**src/rtl/rv32_pipe_pkg.sv**
```systemverilog
// rv32_pipe_pkg: shared pipeline constants and fetch FSM encoding
package rv32_pipe_pkg;
    localparam int          XLEN      = 32;
    localparam logic [31:0] NOP_INSTR = 32'h0000_0013;
    localparam logic        S_FETCH   = 1'b0;
    localparam logic        S_DROP    = 1'b1;
endpackage

```
**src/rtl/fetch_pc_reg.sv**
```systemverilog
// fetch_pc_reg: program counter and pending redirect target registers
module fetch_pc_reg
    import rv32_pipe_pkg::*;
#(
    parameter logic [XLEN-1:0] RESET_PC = '0
) (
    input  logic            i_clk,
    input  logic            i_rst_n,
    input  logic            i_pc_load,
    input  logic [XLEN-1:0] i_pc_next,
    input  logic            i_redirect_load,
    input  logic [XLEN-1:0] i_redirect_next,
    output logic [XLEN-1:0] o_pc,
    output logic [XLEN-1:0] o_redirect_pc
);
    logic [XLEN-1:0] r_pc;
    logic [XLEN-1:0] r_redirect_pc;
    always_ff @(posedge i_clk or negedge i_rst_n) begin
        if (!i_rst_n) begin
            r_pc          <= RESET_PC;
            r_redirect_pc <= '0;
        end else begin
            if (i_pc_load) r_pc <= i_pc_next;
            if (i_redirect_load) r_redirect_pc <= i_redirect_next;
        end
    end
    assign o_pc          = r_pc;
    assign o_redirect_pc = r_redirect_pc;
endmodule

```
**src/rtl/instruction_fetch_unit.sv**
```systemverilog
// instruction_fetch_unit: IF stage, owns the PC and the instruction-memory read port
module instruction_fetch_unit
    import rv32_pipe_pkg::*;
#(
    parameter logic [31:0] RESET_PC  = 32'h0000_0000,
    parameter logic [31:0] NOP_INSTR = rv32_pipe_pkg::NOP_INSTR
) (
    input  logic        i_clk,
    input  logic        i_rst_n,
    input  logic        i_stall,
    input  logic        i_branch_taken,
    input  logic [31:0] i_branch_target,
    output logic [31:0] o_imem_addr,
    output logic        o_imem_read,
    input  logic [31:0] i_imem_rdata,
    input  logic        i_imem_busywait,
    output logic [31:0] o_instruction,
    output logic [31:0] o_pc,
    output logic [31:0] o_pc_plus_4,
    output logic        o_fetch_bubble
);
    logic        r_state;
    logic        w_state_next;
    logic        w_fetch;
    logic        w_done;
    logic        w_take;
    logic        w_pc_load;
    logic        w_redirect_load;
    logic [31:0] w_target;
    logic [31:0] w_pc;
    logic [31:0] w_pc_plus_4;
    logic [31:0] w_pc_next;
    logic [31:0] w_redirect_pc;

    fetch_pc_reg #(.RESET_PC(RESET_PC)) u_pc_reg (
        .i_clk           (i_clk),
        .i_rst_n         (i_rst_n),
        .i_pc_load       (w_pc_load),
        .i_pc_next       (w_pc_next),
        .i_redirect_load (w_redirect_load),
        .i_redirect_next (w_target),
        .o_pc            (w_pc),
        .o_redirect_pc   (w_redirect_pc)
    );

    // A branch outranks a stall: the EX instruction is older than the stalled one in ID.
    always_comb begin
        w_fetch         = r_state == S_FETCH;
        w_done          = o_imem_read & ~i_imem_busywait;
        w_take          = w_fetch & ~i_branch_taken & ~i_stall & w_done;
        w_target        = i_branch_target & ~32'd3;
        w_pc_plus_4     = w_pc + 32'd4;
        w_pc_load       = w_fetch ? (i_branch_taken ? w_done : w_take) : w_done;
        w_pc_next       = i_branch_taken ? w_target : (w_fetch ? w_pc_plus_4 : w_redirect_pc);
        w_redirect_load = i_branch_taken & (~w_fetch | ~w_done);
        w_state_next    = w_fetch ? ((i_branch_taken & ~w_done) ? S_DROP : S_FETCH)
                                  : (w_done ? S_FETCH : S_DROP);
    end

    always_ff @(posedge i_clk or negedge i_rst_n) begin
        if (!i_rst_n) r_state <= S_FETCH;
        else          r_state <= w_state_next;
    end

    assign o_imem_read    = i_rst_n;
    assign o_imem_addr    = w_pc;
    assign o_pc           = w_pc;
    assign o_pc_plus_4    = w_pc_plus_4;
    assign o_instruction  = w_take ? i_imem_rdata : NOP_INSTR;
    assign o_fetch_bubble = ~i_rst_n | (w_fetch & ~i_branch_taken & (i_stall | ~w_done));
endmodule
```
**config.mk**
```make
export PLATFORM = sky130hd
export DESIGN_NAME = instruction_fetch_unit
export DESIGN_NICKNAME = d
export VERILOG_FILES = /design/src/rtl/rv32_pipe_pkg.sv /design/src/rtl/fetch_pc_reg.sv /design/src/rtl/instruction_fetch_unit.sv
export SDC_FILE = /design/constraint.sdc
export NUM_CORES = 1
export LEC_CHECK = 0
export BUFFER_PORTS_ARGS = -buffer_cell sky130_fd_sc_hd__buf_2
export CORE_ASPECT_RATIO = 0.8
export CORE_UTILIZATION = 44
export CTS_BUF_LIST = sky130_fd_sc_hd__clkbuf_16
export CTS_CLUSTER_DIAMETER = 150
export DETAILED_ROUTE_END_ITERATION = 6
export PLACE_DENSITY = 0.77
export SYNTH_ARGS = -nofsm -noshare
export SYNTH_HDL_FRONTEND = slang
export SYNTH_SLANG_ARGS = --single-unit
```
**constraint.sdc**
```tcl
create_clock -name i_clk -period 2.9 [get_ports i_clk]
set_clock_uncertainty 0.15 [all_clocks]
set_input_delay 0.58 -clock i_clk [delete_from_list [all_inputs] [get_ports i_clk]]
set_output_delay 0.58 -clock i_clk [all_outputs]
set_load 0.05 [all_outputs]
```
==> results.json, run 1 <==
{
  "cell_pwr_density_nw_per_um2": 724,
  "number_of_flops_mapped_to_enable_cells_by_yosys": 0,
  "cp-end-kind": "primary output",
  "cp_slowest_stage_delay_ns": 0.41,
  "vdd_ir_drop_max_v": 0.000412,
  "cp_data_required_time_ns": 2.17,
  "synth_largest_type_area_fraction_pct": 38.0,
  "die_height_um": 87.5,
  "cp_num_buf_inv": 3,
  "design.die.area_sq_um": 9520,
  "track_usage_pct": 27.0,
  "fmax_mhz": 354,
  "synthTopCellsByCount": "dfrtp_1 (61), and3_1 (39), buf_4 (37)",
  "hold_buffers": 0,
  "max-cap-violations": 0,
  "detail_placement_hpwl_um": 9000,
  "slew_headroom_pct": 19.8,
  "number_of_global_route_vias_before_repair": 3919,
  "detail_route.wirelength_um": 12600,
  "worstRegToRegCells": 6,
  "asyncSetResetFlopFracSynth_pct": 100,
  "cts_buffer_depth": 2,
  "cts.sinks": 61,
  "worstSetupPathDepth": 7,
  "critPathKind": "reg -> out",
  "critical_path.max_fanout": 6,
  "wl_per_cell_um": 17.3,
  "hold_fails_final_rpt": 0,
  "areaGrowthSynthToFinish_pct": 39.4,
  "yosys-top-cells-area": "dfrtp_1 (38%), mux2_2 (8.4%), buf_4 (6.9%), and3_1 (6.1%), xnor2_1 (3.5%)",
  "io_buffers": 190,
  "number_of_diodes": 0,
  "worstReg2RegStart": "r_state$_DFF_PN0_",
  "setup_viol": 0,
  "hold_path_class": "in -> async",
  "finalMaxSlewViolations": 0,
  "design_area_sq_um": 5600,
  "critical_path.slowest_cell": "nor4_4",
  "first_iter_violations": 265,
  "layout.cells.non_filler": 729,
  "wire_length_of_the_first_global_routing_pass_um": 19700,
  "final_antenna_net_count": 0,
  "leakage_uw": 0.00285,
  "mappedNetlistArea_sq_um": 4020,
  "post_dp_cell_area_sq_um": 5160,
  "max_slew.worst_pin.slew_ns": 1.20,
  "timing.critical_path.max_delay_family": "simple AND/OR/NAND/NOR gates",
  "synth_area_per_cell_sq_um": 9.09,
  "tritoncts": "done",
  "min_period_over_period_pct": 97.5,
  "routed_via_density": 5.69,
  "rsz0062_at_grt": "no",
  "critical-path-top-cell-by-count": "buf_4",
  "h-tree-depth": 3,
  "critPathLaunch": "u_pc_reg.o_pc[10]$_DFFE_PN0P_",
  "dr.pass1.iters": 5,
  "post_synth_inst_count": 442,
  "synth.ff_latch_count": 61,
  "die_x_um": 109,
  "crit_chain": "nand4_4, nor4_4, buf_4, nand4_1, buf_4, xnor2_4, buf_6",
  "run_status": "completed",
  "post-synth-top-count-cell": "dfrtp_1",
  "setup.reg_to_reg.worst_slack_ns": 0.52,
  "worstSetupStartpointType": "flop",
  "count_of_pins_on_the_block_boundary": 199,
  "final_net_count": 682,
  "synth-warning-count": 0,
  "grt_overflow": 0,
  "dpl.cell_count": 707,
  "via_count": 4148,
  "yosys_most_used_dff": "dfrtp_1",
  "cp_data_arrival_time_ns": 2.10,
  "yosysSeqAreaShare_pct": 38.0,
  "synthDistinctLibCells": 46,
  "maximum_number_of_pins_on_one_net_before_global_route_repair": 60,
  "cts_root_buffer": "clkbuf_16",
  "initial_core_utilization_pct": 46.3,
  "clkSlewWorstSetupHoldPaths_ns": 0.05,
  "place_congestion": 0.849,
  "worstSkewPairLatency_ns": 0.32,
  "drc_violation_count_after_routing": 0,
  "drive_gt1_share_pct": 52.5,
  "synth_largest_area_cell": "dfrtp_1",
  "placementRows": 30,
  "n_fill_cell": 722,
  "r2r-end": "u_pc_reg.o_pc[26]$_DFFE_PN0P_",
  "cts-buffers-inserted": 9,
  "period_needed_ns": 2.83,
  "grt_antenna_before_repair": 0,
  "power_uw": 4060,
  "placeableCoreArea_sq_um": 8670
}
final cells by class:
cell class	instances	area, sq um	share of cell area, %
timing repair buffer	223	1260	22.5
sequential	61	1550	27.6
tap	112	140	2.50
inverter	9	33.8	0.603
multi-input combinational	308	2370	42.3
clock inverter	7	28.8	0.514
clock buffer	9	225	4.02
report_power, final:
| part | switching (uW) | internal (uW) |
|---|---|---|
| Clock | 358 | 558 |
| Combinational | 1430 | 541 |
| Sequential | 181 | 996 |
registers in the layout (all words and copies together), names as in the netlist:
signal / count
u_pc_reg.o_redirect_pc: 30
u_pc_reg.o_pc: 30
r_state: 1
metal layers:
metal	global-route usage [%]	vias to the layer above	share of wire, %
li1	-	1885	-
met4	9.46	0	1.8
met2	41.3	209	46
met3	5.53	25	8.2
met1	37.9	2029	44
met5	0	-	0
how the worst max path moves through the flow:
stage	to	slack [ns]
6_report	o_pc_plus_4[28]	0.07
5_1_grt	o_pc_plus_4[18]	0.0008
4_1_cts	o_pc_plus_4[30]	0.002
3_5_place_dp	o_pc_plus_4[30]	0.12
3_3_place_gp	o_pc_plus_4[30]	0.15
2_1_floorplan	o_pc_plus_4[23]	-0.10
cell families (layout without fill, tap and decap cells):
| family | count (synthesis) | in the layout | share of synthesized area [%] |
|---|---|---|---|
| flops | 61 | 61 | 38.0 |
| fa+ha+maj | 1 | 1 | 0.311 |
| simple gates | 137 | 137 | 18.6 |
| compound gates | 99 | 99 | 16.0 |
| mux | 37 | 37 | 10.1 |
| buf+inv | 78 | 248 | 10.7 |
| other cells | 1 | 6 | 0.0933 |
| xor+xnor | 28 | 28 | 6.10 |
worst reg2reg max path, delay by kind of cell (launching register included):
family | cells | cell delay, ns
buffers and inverters | 2 | 0.36
AOI/OAI and AO/OA | 3 | 0.50
DFF | 1 | 0.36
and+or+nand+nor | 1 | 0.92
timing repair:
action,4_1_cts,5_1_grt
setup endpoints to repair,16,18
buffers inserted,3,3
gates resized for setup,22,20
pin swaps,3,5
cell usage in the layout (no fill, tap or decap), types with 3 or more instances in the layout:
master,synthesis,final
xnor2_1,16,5
nor2_1,26,21
xor2_1,12,5
nor3_1,4,3
a22o_1,3,3
nand4_1,7,7
buf_6,0,6
conb_1,1,6
clkbuf_4,0,3
or3_1,7,5
inv_1,9,12
mux2i_1,7,7
o31a_1,4,4
buf_2,0,179
a222oi_1,3,3
xor2_2,0,6
buf_4,37,34
dfrtp_2,0,15
a22oi_1,7,7
clkbuf_16,0,9
nand3_1,16,15
nor2_2,0,3
nand2_1,24,22
dfrtp_1,61,46
a21oi_1,24,23
and3_1,39,37
o2bb2ai_1,6,6
o21ai_0,27,25
xnor2_2,0,9
mux2_2,30,30
o22ai_1,9,9
metrics by stage:
stage | utilization [%] | TNS (ns) | hold WS, ns | setup slack (ns)
after global placement | 59.5 | 0 | 0.330 | 0.152
after floorplan | - | -0.104 | 0.134 | -0.104
after detailed placement | 59.5 | 0 | 0.344 | 0.115
after global routing | 64.6 | 0 | 0.274 | 0.000766
after CTS | 63.6 | 0 | 0.251 | 0.00235
final | 64.6 | 0 | 0.241 | 0.0725
Note: power is estimated with default switching activity, not from simulation.
==> run 2, diff against run 1 <==
CORE_ASPECT_RATIO = 1.4   (was 0.8)
==> run 2 against run 1 <==
Against the previous run:
- die area about the same
- largest power group unchanged
- cell area increased by 1.1%
- sequential cell count unchanged
- sequential power about the same
==> results.json, run 2 (same netlist as run 1, synthesis figures left out) <==
{
  "run_status": "completed",
  "cts-buffers-inserted": 9,
  "cts_root_buffer": "clkbuf_16",
  "initial_core_utilization_pct": 46.1,
  "rsz0062_at_grt": "yes",
  "cts_buffer_depth": 2,
  "maximum_number_of_pins_on_one_net_before_global_route_repair": 49,
  "wl_per_cell_um": 17.7,
  "clkPwrFrac_pct": 24.5,
  "cp-end-kind": "primary output",
  "total_switching_power_uw": 2000,
  "cts.sinks": 61,
  "routed_via_density": 5.68,
  "cp_data_arrival_time_ns": 2.14,
  "critPathKind": "reg -> out",
  "finalMaxSlewViolations": 0,
  "final_net_count": 692,
  "io_buffers": 190,
  "track_usage_pct": 27.8,
  "die_height_um": 115,
  "seq_power_share_pct": 27.8,
  "place_congestion": 0.831,
  "critical_path.max_fanout": 8,
  "hold_fails_final_rpt": 0,
  "cp_data_required_time_ns": 2.17,
  "clkSlewWorstSetupHoldPaths_ns": 0.05,
  "tritoncts": "done",
  "grt_antenna_before_repair": 1,
  "placeableCoreArea_sq_um": 8710,
  "hold_path_class": "in -> async",
  "placementRows": 40,
  "areaGrowthSynthToFinish_pct": 41.0,
  "final_cell_mix": "buf_2 (174), buf_4 (48), dfrtp_1 (46), and3_1 (38), mux2_2 (30)",
  "final_antenna_net_count": 0,
  "drc_violation_count_after_routing": 0,
  "grt_overflow": 0,
  "max-cap-violations": 0,
  "slew_headroom_pct": 20.6,
  "cell_pwr_density_nw_per_um2": 744,
  "worstReg2RegStart": "r_state$_DFF_PN0_",
  "final_common_cell": "buf_2",
  "internal-power_uw": 2220,
  "die_x_um": 82.8,
  "detail_placement_hpwl_um": 9130,
  "worstSkewPairLatency_ns": 0.33,
  "period_needed_ns": 2.87,
  "design.die.area_sq_um": 9530,
  "critPathLaunch": "u_pc_reg.o_pc[4]$_DFFE_PN0P_",
  "h-tree-depth": 3,
  "fmax_mhz": 348,
  "wire_length_of_the_first_global_routing_pass_um": 19600,
  "worstSetupStartpointType": "flop",
  "count_of_pins_on_the_block_boundary": 199,
  "drive_gt1_share_pct": 52.8,
  "final_critical_path_setup_slack_ns": 0.0262,
  "via_count": 4172,
  "max_slew.worst_pin.slew_ns": 1.19,
  "leakage_uw": 0.00290,
  "postLayoutCoreUtil_pct": 65.1,
  "power_uw": 4220,
  "dp_worst_setup_slack_ns": 0.157,
  "timing.hold.ws_ns": 0.0824,
  "vdd_ir_drop_max_v": 0.000550,
  "combPwrFrac_pct": 47.7,
  "dr.pass1.iters": 5,
  "fin_setup_tns_ns": 0,
  "number_of_global_route_vias_before_repair": 3864,
  "first_iter_violations": 254,
  "detail_route.wirelength_um": 13000,
  "setup_viol": 0,
  "min_period_over_period_pct": 99.1,
  "power.switching_fraction_pct": 47.4
}
[run 2: cell types whose count changed in the layout (fill, tap and decap cells not counted), sizes merged]
cell and change:
buf +8, clkbuf +2, diode +2, inv -2
bufinv +1, clkinv +1
[run 2: routing by layer]
| metal | GRT usage [%] | vias up | part of all wire, % |
|---|---|---|---|
| li1 | - | 1913 | - |
| met1 | 35.7 | 2055 | 40 |
| met2 | 45.6 | 178 | 52 |
| met3 | 3.33 | 26 | 5.2 |
| met4 | 13.8 | 0 | 2.7 |
| met5 | 0 | - | 0 |
[run 2: final cells by class]
type | count | area (sq um)
Antenna cell | 2 | 5.00
Sequential cell | 61 | 1550
Inverter | 9 | 33.8
Timing Repair Buffer | 233 | 1340
Fill cell | 732 | 3040
Tap cell | 105 | 131
Multi-Input combinational cell | 308 | 2330
Clock inverter | 7 | 57.6
Clock buffer | 9 | 225
[run 2: what timing repair did]
item / 4_1_cts / 5_1_grt
hold buffers: 0 / 0
endpoints found under the setup margin: 13 / 20
pin swaps: 3 / 7
resized for setup: 19 / 19
buffers inserted: 5 / 10
endpoints found under the hold margin: 0 / 0
[run 2: path summary, 6_finish.rpt]
kind | slack [ns] | cells after the start | end
min in group i_clk | 0.35 | 2 | u_pc_reg.o_redirect_pc[9]$_DFFE_PN0P_
worst max register to register | 0.49 | 5 | u_pc_reg.o_pc[30]$_DFFE_PN0P_
max in group asynchronous | 1.59 | 3 | u_pc_reg.o_pc[21]$_DFFE_PN0P_
worst max-delay path | 0.03 | 5 | o_pc_plus_4[21]
worst min-delay path | 0.08 | 2 | u_pc_reg.o_pc[31]$_DFFE_PN0P_
worst min register to register | 0.35 | 1 | u_pc_reg.o_redirect_pc[16]$_DFFE_PN0P_
[run 2: power groups by stage]
stage	registers [uW]	clock network (uW)	logic (uW)
global placement	1190	0	1850
global route	1190	1080	2110
CTS	1180	1040	1930
detailed placement	1200	0	1870
finish	1170	1030	2010
floorplan	1470	0	1250
[run 2: per-stage QoR]
| stage | cell area (sq um) | cells |
|---|---|---|
| floorplan | 4230 | 447 |
| global placement | 5150 | 701 |
| detailed placement | 5150 | 701 |
| CTS | 5530 | 722 |
| global route | 5670 | 733 |
| finish | 5670 | 734 |
[run 2: worst max-delay path, stage by stage (launching register included)]
cell	delay (ns)
dfrtp_2	0.43
and4_1	0.33
nand3_1	0.21
or3_1	0.48
xnor2_4	0.18
buf_6	0.18
==> run 3, diff against run 2 <==
BUFFER_PORTS_ARGS = -buffer_cell sky130_fd_sc_hd__buf_4   (was -buffer_cell sky130_fd_sc_hd__buf_2)
CORE_UTILIZATION = 42   (was 44)
SKIP_CTS_REPAIR_TIMING = 1   (was default)
clock period = 2.6 ns   (was 2.9 ns; I/O delays follow)
==> run 3 against run 2 <==
Against the previous run:
- the flow now finishes with violations (DRC, setup timing)
- sequential power grew 11%
- critical path depth grew 2
- hold slack gained 0.20 ns
- final cell count grew 1.2%
- sequential cell count is the same
- global-route usage shrank 0.41 points
- first-iteration DRC count grew 9.4%
- critical path type unchanged
- largest power group unchanged
- highest routed layer unchanged
==> results.json, run 3 (same netlist as run 1, synthesis figures left out) <==
{
  "number_of_diodes": 0,
  "worstSkewPairLatency_ns": 0.33,
  "io_buffers": 190,
  "layout.cells.non_filler": 743,
  "max-cap-violations": 0,
  "final_net_count": 701,
  "count_of_pins_on_the_block_boundary": 199,
  "h-tree-depth": 3,
  "cts-buffers-inserted": 9,
  "wl_per_cell_um": 18.6,
  "cts.sinks": 61,
  "combPwrFrac_pct": 51.4,
  "worstReg2RegStart": "r_state$_DFF_PN0_",
  "track_usage_pct": 27.4,
  "placeableCoreArea_sq_um": 9130,
  "finalMaxSlewViolations": 0,
  "dr.pass1.iters": 7,
  "place_congestion": 0.847,
  "period_needed_ns": 2.84,
  "clkPwrFrac_pct": 22.8,
  "post_dp_cell_area_sq_um": 5970,
  "final_common_cell": "buf_4",
  "tritoncts": "done",
  "setup.reg_to_reg.worst_slack_ns": 0.32,
  "endpoint": "o_pc_plus_4[26]",
  "dpl.cell_count": 718,
  "total_switching_power_uw": 2290,
  "cts_root_buffer": "clkbuf_16",
  "critical_path.max_fanout": 6,
  "drc_violation_count_after_routing": 9,
  "initial_core_utilization_pct": 44.0,
  "rsz0062_at_grt": "yes",
  "power.switching_fraction_pct": 45.5,
  "fmax_mhz": 352,
  "die_x_um": 84.7,
  "wire_length_of_the_first_global_routing_pass_um": 21400,
  "grt_antenna_before_repair": 0,
  "critPathKind": "reg -> out",
  "routed_via_density": 5.60,
  "grt_overflow": 0,
  "first_iter_violations": 278,
  "cp_data_required_time_ns": 1.93,
  "placementRows": 41,
  "setup_viol": 17,
  "design_area_sq_um": 6520,
  "number_of_global_route_vias_before_repair": 4204,
  "slew_headroom_pct": 45.4,
  "critPathLaunch": "u_pc_reg.o_pc[2]$_DFFE_PN0P_",
  "detail_placement_hpwl_um": 9820,
  "leakage_uw": 0.00311,
  "via_count": 4162,
  "worstSetupStartpointType": "flop",
  "worstRegToRegCells": 7,
  "areaGrowthSynthToFinish_pct": 62.2,
  "vdd_ir_drop_max_v": 0.000781,
  "hold_fails_final_rpt": 0,
  "maximum_number_of_pins_on_one_net_before_global_route_repair": 62,
  "r2r-end": "u_pc_reg.o_pc[27]$_DFFE_PN0P_",
  "cp-end-kind": "primary output",
  "cell_pwr_density_nw_per_um2": 770,
  "die_height_um": 118,
  "final_critical_path_setup_slack_ns": -0.239,
  "design.die.area_sq_um": 9970,
  "drive_gt1_share_pct": 56.9,
  "cts_buffer_depth": 2,
  "detail_route.wirelength_um": 13800,
  "final_cell_mix": "buf_4 (222), dfrtp_1 (39), and3_1 (35), mux2_2 (30), o21ai_0 (25)",
  "hold_path_class": "in -> async",
  "run_status": "complete, but fails checks",
  "cp_data_arrival_time_ns": 2.17,
  "clkSlewWorstSetupHoldPaths_ns": 0.05,
  "seq_power_share_pct": 25.8,
  "min_period_over_period_pct": 109,
  "internal-power_uw": 2730,
  "final_antenna_net_count": 0,
  "max_slew.worst_pin.slew_ns": 0.815,
  "failed_checks": "DRC, setup timing"
}
## run 3: changes by cell type in the layout (fill, tap and decap cells not counted), moves of 7 or more
| cell | delta |
|---|---|
| xnor2_4 | +8 |
| xnor2_2 | -8 |
| buf_6 | +11 |
| buf_4 | +174 |
| dfrtp_1 | -7 |
| buf_2 | -174 |
## run 3: stage by stage
step                hold WS, ns  worst slack, ns  util (%)  TNS [ns]  power, uW
CTS                       0.279           -0.279      68.5     -3.69       4960
detailed placement        0.344           0.0802      65.4         0       3810
global placement          0.331           0.0859      65.4         0       3760
floorplan                0.0744           -0.170         -    -0.793       3110
global route              0.285           -0.360      71.4     -3.99       5200
finish                    0.282           -0.239      71.4     -2.16       5020
## run 3: critical path, stage by stage, from the launching register on
cell and delay [ns]:
dfrtp_2 0.42, ha_4 0.15, nand4_1 0.19, nor2_1 0.20
buf_4 0.17, nand4_1 0.27, xnor2_4 0.26, buf_6 0.18
## run 3: worst min-delay path by stage
stage | to | from | depth (start not counted) | slack (ns)
floorplan | r_state$_DFF_PN0_ | i_rst_n | 0 | 0.07
global placement | u_pc_reg.o_redirect_pc[16]$_DFFE_PN0P_ | u_pc_reg.o_redirect_pc[16]$_DFFE_PN0P_ | 1 | 0.33
detailed placement | u_pc_reg.o_redirect_pc[7]$_DFFE_PN0P_ | u_pc_reg.o_redirect_pc[7]$_DFFE_PN0P_ | 1 | 0.34
CTS | u_pc_reg.o_redirect_pc[10]$_DFFE_PN0P_ | i_branch_target[10] | 2 | 0.28
global route | u_pc_reg.o_redirect_pc[10]$_DFFE_PN0P_ | i_branch_target[10] | 2 | 0.29
finish | r_state$_DFF_PN0_ | i_rst_n | 2 | 0.28
## run 3: layout make-up
class | count | area [sq um]
Clock buffer | 9 | 225
Fill cell | 687 | 2610
Inverter | 9 | 33.8
Clock inverter | 7 | 58.8
Timing Repair Buffer | 242 | 1920
Sequential cell | 61 | 1560
Tap cell | 107 | 134
Multi-Input combinational cell | 308 | 2590
## run 3: power by group through the flow
| stage | Clock, uW | Combinational, uW | Sequential [uW] |
|---|---|---|---|
| floorplan | 0 | 1440 | 1670 |
| finish | 1140 | 2580 | 1300 |
| detailed placement | 0 | 2500 | 1300 |
| global placement | 0 | 2470 | 1290 |
| CTS | 1150 | 2510 | 1290 |
| global route | 1200 | 2690 | 1320 |
## run 3: routing by layer
| layer | share of wire [%] | wire (um) | up-vias | global-route usage, % |
|---|---|---|---|---|
| li1 | - | - | 1930 | - |
| met4 | 1.8 | 244 | 0 | 10.1 |
| met5 | 0 | 0 | - | 0 |
| met1 | 39 | 5320 | 2043 | 32.5 |
| met3 | 5.1 | 701 | 20 | 4.00 |
| met2 | 55 | 7540 | 169 | 49.6 |
